--- config.mk ---
export PLATFORM = sky130hd
export DESIGN_NAME = clk_div_sched
export DESIGN_NICKNAME = d
export VERILOG_FILES = /design/src/rtl/clk_div_pkg.sv /design/src/rtl/clk_div_core.sv /design/src/rtl/clk_div_sched.sv
export SDC_FILE = /design/constraint.sdc
export NUM_CORES = 1
export LEC_CHECK = 0
export BUFFER_PORTS_ARGS = -buffer_cell sky130_fd_sc_hd__buf_4
export CORE_ASPECT_RATIO = 0.8
export CORE_UTILIZATION = 35
export CTS_BUF_LIST = sky130_fd_sc_hd__clkbuf_4 sky130_fd_sc_hd__clkbuf_8
export CTS_CLUSTER_DIAMETER = 60
export DETAILED_ROUTE_END_ITERATION = 6
export GPL_ROUTABILITY_DRIVEN = 0
export MAX_ROUTING_LAYER = met4
export PLACE_DENSITY_LB_ADDON = 0.1
export SETUP_SLACK_MARGIN = 0.2
export SLEW_MARGIN = 5
export SYNTH_ARGS = -nofsm -noshare
export SYNTH_HDL_FRONTEND = slang
export SYNTH_SLANG_ARGS = --single-unit
--- constraint.sdc ---
create_clock -name clk -period 3.09 [get_ports clk]
set_clock_uncertainty 0.1 [all_clocks]
set_input_delay 0 -clock clk [delete_from_list [all_inputs] [get_ports clk]]
set_output_delay 0 -clock clk [all_outputs]
set_load 0.005 [all_outputs]
--- src/rtl/clk_div_pkg.sv ---
// rtl/clk_div_pkg.sv - shared types and constants for the clock-divider scheduler
package clk_div_pkg;

  typedef enum logic [1:0] {
    IDLE = 2'd0,
    RUN  = 2'd1,
    STOP = 2'd2
  } state_t;

  localparam int DEFAULT_HALF_VAL = 1;
  localparam int PERIOD_CNT_W     = 16;

endpackage

--- src/rtl/clk_div_core.sv ---
// rtl/clk_div_core.sv - half-period counter, compare-and-toggle datapath for the divided clock
module clk_div_core #(
  parameter int HW           = 8,
  parameter int DEFAULT_HALF = 1
) (
  input  logic          clk,
  input  logic          reset,
  input  logic          run,
  input  logic          clear,
  input  logic          load,
  input  logic [HW-1:0] load_half,
  output logic          clk_out,
  output logic          tick,
  output logic          boundary,
  output logic          at_start
);

  logic [HW-1:0] cnt;
  logic [HW-1:0] half;
  logic          at_end;

  // Equality compare before increment keeps cnt <= half, so half = all-ones never wraps.
  assign at_end   = (cnt == half);
  assign boundary = at_end && clk_out;
  assign at_start = (cnt == '0) && !clk_out;

  always_ff @(posedge clk or posedge reset) begin
    if (reset) begin
      cnt     <= '0;
      half    <= HW'(DEFAULT_HALF);
      clk_out <= 1'b0;
      tick    <= 1'b0;
    end else begin
      if (load) begin
        half <= load_half;
      end
      if (clear) begin
        cnt     <= '0;
        clk_out <= 1'b0;
        tick    <= 1'b0;
      end else if (run) begin
        if (at_end) begin
          cnt     <= '0;
          clk_out <= ~clk_out;
          tick    <= ~clk_out;
        end else begin
          cnt  <= cnt + HW'(1);
          tick <= 1'b0;
        end
      end else begin
        tick <= 1'b0;
      end
    end
  end

endmodule

--- src/rtl/clk_div_sched.sv ---
// rtl/clk_div_sched.sv - divider FSM with boundary-aligned ratio updates; CLK_DIV_SCHED_STATUS_EN adds period_cnt
module clk_div_sched
  import clk_div_pkg::*;
#(
  parameter int HW           = 8,
  parameter int DEFAULT_HALF = DEFAULT_HALF_VAL
) (
  input  logic          clk,
  input  logic          reset,
  input  logic          enable,
  input  logic          cfg_valid,
  input  logic [HW-1:0] cfg_half,
  output logic          cfg_ready,
  output logic          clk_out,
  output logic          tick,
  output logic          busy
`ifdef CLK_DIV_SCHED_STATUS_EN
  ,
  output logic [PERIOD_CNT_W-1:0] period_cnt
`endif
);

  state_t        state, next_state;
  logic          pend;
  logic [HW-1:0] pend_half;
  logic          xfer;
  logic          run, clear, load, apply_pt;
  logic [HW-1:0] load_half;
  logic          boundary, at_start;

  assign cfg_ready = !pend;
  assign xfer      = cfg_valid && cfg_ready;
  assign busy      = (state != IDLE);

  clk_div_core #(
    .HW           (HW),
    .DEFAULT_HALF (DEFAULT_HALF)
  ) u_core (
    .clk       (clk),
    .reset     (reset),
    .run       (run),
    .clear     (clear),
    .load      (load),
    .load_half (load_half),
    .clk_out   (clk_out),
    .tick      (tick),
    .boundary  (boundary),
    .at_start  (at_start)
  );

  always_comb begin
    next_state = state;
    run        = 1'b0;
    clear      = 1'b0;
    load       = 1'b0;
    load_half  = cfg_half;
    case (state)
      IDLE: begin
        clear = 1'b1;
        load  = xfer;
        if (enable) next_state = RUN;
      end
      RUN: begin
        // Stopping before any part of a period has been produced needs no drain.
        if (!enable && at_start) begin
          next_state = IDLE;
        end else begin
          run = 1'b1;
          if (!enable) next_state = STOP;
        end
      end
      STOP: begin
        if (enable) begin
          next_state = RUN;
          run        = 1'b1;
        end else if (at_start) begin
          next_state = IDLE;
        end else begin
          run = 1'b1;
          if (boundary) next_state = IDLE;
        end
      end
      default: next_state = IDLE;
    endcase
    // A pending ratio lands only where a new period would begin.
    apply_pt = (run && boundary) || (state != IDLE && next_state == IDLE);
    if (apply_pt && pend) begin
      load      = 1'b1;
      load_half = pend_half;
    end
  end

  always_ff @(posedge clk or posedge reset) begin
    if (reset) begin
      state     <= IDLE;
      pend      <= 1'b0;
      pend_half <= '0;
    end else begin
      state <= next_state;
      if (xfer && state != IDLE) begin
        pend      <= 1'b1;
        pend_half <= cfg_half;
      end else if (apply_pt && pend) begin
        pend <= 1'b0;
      end
    end
  end

`ifdef CLK_DIV_SCHED_STATUS_EN
  always_ff @(posedge clk or posedge reset) begin
    if (reset) begin
      period_cnt <= '0;
    end else if (state == STOP && next_state == IDLE) begin
      period_cnt <= '0;
    end else if (run && boundary && !(&period_cnt)) begin
      period_cnt <= period_cnt + PERIOD_CNT_W'(1);
    end
  end
`endif

endmodule
Yosys cells after proc, flatten, opt, wreduce, memory -nomap -nowiden
Cells that the tools add are included.

word-level totals
  register bits = 29
  logic and storage cells = 58

operators by class
  $add $sub $neg = 1
  eq/ne operators = 3
  mux-type cells = 26
  bitwise operators = 1
  reduce and logical (&&, ||, !) cells = 20

operators by type and width
  operator                                             number
  two-way mux 8 bit                                    4
  two-way mux 1 bit                                    14
  two-way mux 2 bit                                    6
  adder 8 x 1 -> 8 bit, second input constant          1
  equality test 8 bit                                  1
  logical AND 1 bit                                    8
  logical NOT 8 bit                                    1
  nonzero test 2 bit                                   4
  one-hot mux 2 bit (3 select lines)                   1
  logical NOT 2 bit                                    2
  logical NOT 1 bit                                    3
  equality test 2 x 1 -> 1 bit, second input constant  1
  equality test 2 bit, second input constant           1
  one-hot mux 1 bit (2 select lines)                   1
  AND reduction 2 bit                                  1
  logical OR 1 bit                                     1
  NOT 1 bit                                            1

Depth between registers and ports, before layout
  word-level depth = 12
  depth in mapped cells = 9
  mapped depth without buffers = 8

Hierarchy
A second synthesis with hierarchy kept.

unflattened totals
  cells, all modules = 148
  area total of the unflattened synthesis = 1654.1 um^2

by module, submodules not included
  module         instances  cells each  area each (um^2)  sequential area each (um^2)
  clk_div_core   1          85          948.4             451.7
  clk_div_sched  1          63          705.7             275.3

Worst setup path after synthesis
OpenSTA, ideal clock, no wires.

  path kind = register to register
  start point = reg u_core.cnt[0]
  end point = reg u_core.half[1]
  setup time = 125 ps
  arrival time = 2195 ps
  path slack = 670 ps
  cell stages (with the launch flop) = 9
  period minus slack after synthesis = 2420 ps
  cell sequence = dfrtp_1 inv_1 ha_1 or4b_1 or2_4 a32o_2 nor2_2 a41oi_4 mux2_2

on the way
  word-level cells in the longest chain between the ends = 11
  elaborated cells on any way between the ends = 21
  those cells by class = eq/ne: 1; mux: 11; reduce/logical: 9

RTL lines
  what                                                           RTL line             RTL
  from (decl)                                                    clk_div_core.sv:18   logic [HW-1:0] cnt;
  from (signal assigned)                                         clk_div_core.sv:47   cnt <= cnt + HW'(1);
  equality test 8 bit                                            clk_div_core.sv:23   assign at_end = (cnt == half);
  logical AND 1 bit                                              clk_div_core.sv:24   assign boundary = at_end && clk_out;
  two-way mux 2 bit                                              clk_div_sched.sv:80  if (boundary) next_state = IDLE;
  two-way mux 2 bit                                              clk_div_sched.sv:76  end else if (at_start) begin
  two-way mux 2 bit                                              clk_div_sched.sv:73  if (enable) begin
  one-hot mux 2 bit (3 select lines)                             clk_div_sched.sv:57  case (state)
  logical NOT 2 bit                                              clk_div_sched.sv:86  apply_pt = (run && boundary) || (state != IDLE && next_state == IDLE);
  logical AND 1 bit                                              clk_div_sched.sv:86
  logical OR 1 bit (*)                                           clk_div_sched.sv:86
  logical AND 1 bit (*)                                          clk_div_sched.sv:87  if (apply_pt && pend) begin
  two-way mux 8 bit / two-way mux 1 bit (equally long branches)  clk_div_sched.sv:87
  to (signal assigned)                                           clk_div_core.sv:30   half <= HW'(DEFAULT_HALF);
  to (signal assigned)                                           clk_div_core.sv:35   half <= load_half;
  to (decl)                                                      clk_div_core.sv:19   logic [HW-1:0] half;

Every way passes the cells marked *; elsewhere a longest branch is shown, timed or not.
A chain may end at the register's enable or synchronous reset.

Worst setup path after layout
  start point = reg u_core.cnt[0]
  end point = reg u_core.half[5]

Same word-level chain as after synthesis.

==> impl_results.md <==
- WL final: 3220 um
- Hpwl dp: 2446 um
- GRT Overall Usage: 16.04%
- Leakage: 0.8885 nW
- Yosys cell types: 36
- P_sw: 590.6 uW
- CTS sink cnt: 29
- Slew Limit Fails: 0
- Critical Path Start: u_core.cnt[0]
- CP max FO: 8
- Status: finished clean
- Die ar.: 4904 um2
- Origin of the critical flop-to-flop path: u_core.cnt[0]
- Endpoints failing setup: 0
- HP Start: enable
- Post-synth EDFFs: 0
- CTS tree: done
- Tot Pwr: 1.786 mW
- Bufs on Longest Clock Path: 2
- RSZ-0062 raised after global routing: no
- Starting Density: 37.57%
- Clock share of power: 23.1%
- Worst-skew pair later-pin latency: 0.28 ns
- H-tree depth: 2
- Placement Setup Slack: 0.4970 ns
- Maxcap violations: 0
- Die W: 78.04 um
- First-pass GRT wire length: 5720 um
- DRC viols: 0
- Hold Crit Class: in2reg
- Async SR Flop Fraction: 100.0%
- Std cell rows: 21
- VDD IR-drop max: 0.3717 mV
- Detailed Routing Iterations Pass 1: 4
- Synthesized cell area: 1619 um2
- Share of power burned in registers: 34.8%
- Logic pwr share: 42.1%
- Total congestion overflow: 0
- Syn avg cell area: 11.24 um2
- Synthesis-to-finish area growth: 25.12%
- Number of global-route vias before repair: 1,191
- I/O Buffers: 15
- Final worst-path cycle share: 83.50%
- Initial antenna violation count: 0
- Final Cell Area: 2026 um2
- Post-route ant nets: 0
- CP Data Required Time: 3.16 ns
- Top_reg_cell synth: dfrtp_1
- Tmin final: 2.580 ns
- Arr. time, crit path: 2.65 ns
- Share of cells above drive strength 1: 33.71%
- Setup bufs post-CTS: 0
- Final Hold Viols: 0
- WS Path Type: reg2reg
- Vias after detailed routing: 1,156
- Synth Instances: 144
- TritonCTS Buffers: 5
- Routed len/inst: 13.70 um
- Switching share of power: 33.07%
- Pint: 1.195 mW
- Area after DPL: 1815 um2
- Slew @ Worst Pin: 0.7809 ns
- CP endpoint kind: flip-flop
- Setup TNS: 0 ns
- Worst-path clk slew: 0.07 ns
- Worst Setup Start Kind: flip-flop
- Syn nets: 162
- Pin count of the biggest net entering global routing: 21
- Register area share after synthesis: 44.90%
- Root buf cell: clkbuf_8
- # resized after CTS: 0
- # nets final: 195
- Top Ports: 16
- Final setup margin: 0.5100 ns
- Routed vias/inst: 4.919
- P per Cell Area: 881.6 nW/um2
- Syn. warnings: 0
- Die Y-Extent: 62.84 um
- Peak Freq: 0.3876 GHz
- Core box area: 4309 um2
- Diode count: 0
- Slew HR: 47.88%
- Drt initial violations: 136
- Synthesized flop and latch total: 29
-- power groups by stage --
| stage | logic (mW) | clock network [mW] | registers (mW) |
|---|---|---|---|
| 3_5_place_dp | 0.747 | 0 | 0.630 |
| 3_3_place_gp | 0.737 | 0 | 0.626 |
| 6_report | 0.752 | 0.413 | 0.622 |
| 4_1_cts | 0.760 | 0.426 | 0.622 |
| 2_1_floorplan | 0.591 | 0 | 0.600 |
| 5_1_grt | 0.846 | 0.449 | 0.641 |
-- worst max-delay path: stages (launching register included) --
cell and delay (ns):
dfrtp_1 0.42, inv_1 0.11, ha_1 0.14, or4b_1 0.45, or2_4 0.26, a32o_2 0.28
nor2_2 0.14, a41oi_4 0.23, mux2_2 0.33
-- cells in the mapped netlist (2+ instances only) --
cell type  instances  share of area, %
mux2_2            24                17
xor2_1             4               2.2
inv_1              9               2.1
nand3_1            4               1.2
nand2_1            4              0.93
o21ai_0            5               1.5
dfrtp_1           28                43
nor2_1            15               3.5
o211ai_1           3               1.4
a21oi_1            3              0.93
ha_1               6               4.6
xnor2_1           10               5.4
and3_1             2              0.77
nand4_1            4               1.5
a41oi_1            2               1.1
-- per-layer routing --
metal | share of wire (%) | track usage (%) | wire, um
met2 | 42 | 21.05 | 1350
met4 | 1.9 | 7.407 | 60
met1 | 51 | 22.25 | 1648
met3 | 5.0 | 4.818 | 160
met5 | 0 | - | 0
-- cell type report --
cell class | count | area (um2)
sequential | 29 | 726.9
clock buffer | 6 | 82.58
inverter | 10 | 37.54
fill | 451 | 2283
timing repair buffer | 28 | 232.7
multi-input combinational | 103 | 837.1
tap | 57 | 71.32
clock inverter | 2 | 37.54
-- cells by family after synthesis --
kind of cell	count (synthesis)	synth area share (%)
XOR/XNOR	14	7.573
multiplexers	25	17.31
adder cells (fa/ha/maj)	6	4.637
flip-flops	29	44.90
AND/OR/NAND/NOR	38	12.29
buffers and inverters	12	3.400
AO/OA/AOI/OAI	20	9.892
-- cells in the final DEF, fill, tap and decap left out, types with 3 or more instances in the layout --
cell type,n
o211ai_1,3
xnor2_1,10
nand2_1,4
dfrtp_1,28
nand3_1,4
dlygate4sd3_1,9
buf_4,19
clkbuf_8,6
xor2_1,4
ha_1,6
nor2_1,15
o21ai_0,5
inv_1,9
mux2_2,24
nand4_1,4
a21oi_1,3
-- path summary, 6_finish.rpt --
kind                            cells after the start        endpoint  slack [ns]
worst max-delay path                                8  u_core.half[5]        0.51
worst min-delay path                                5        state[0]        0.13
worst max register to register                      8  u_core.half[5]        0.51
worst min register to register                      1    pend_half[4]        0.40
max in group asynchronous                           4   u_core.cnt[2]        1.93
min in group asynchronous                           3    pend_half[1]        0.32
-- what timing repair did --
item | CTS | global route
setup endpoints to repair | 0 | 0
hold endpoints to repair | 34 | 0
hold buffers | 9 | 0
-- flip-flops by register name, indices dropped and copies added (netlist names) --
signal	count
pend_half	8
u_core.cnt	8
u_core.half	8
state	2
pend	1
u_core.clk_out	1
u_core.tick	1
-- through the flow --
stage                     instances  hold slack (ns)  util (%)
after floorplan                 144         -0.02263         -
after global placement          218           0.1146     42.13
after detailed placement        218           0.1010     42.13
after CTS                       235           0.1120     47.01
after global routing            235           0.1703     47.01
final                           235           0.1281     47.01
No activity file was read; power rests on OpenSTA's default activity.
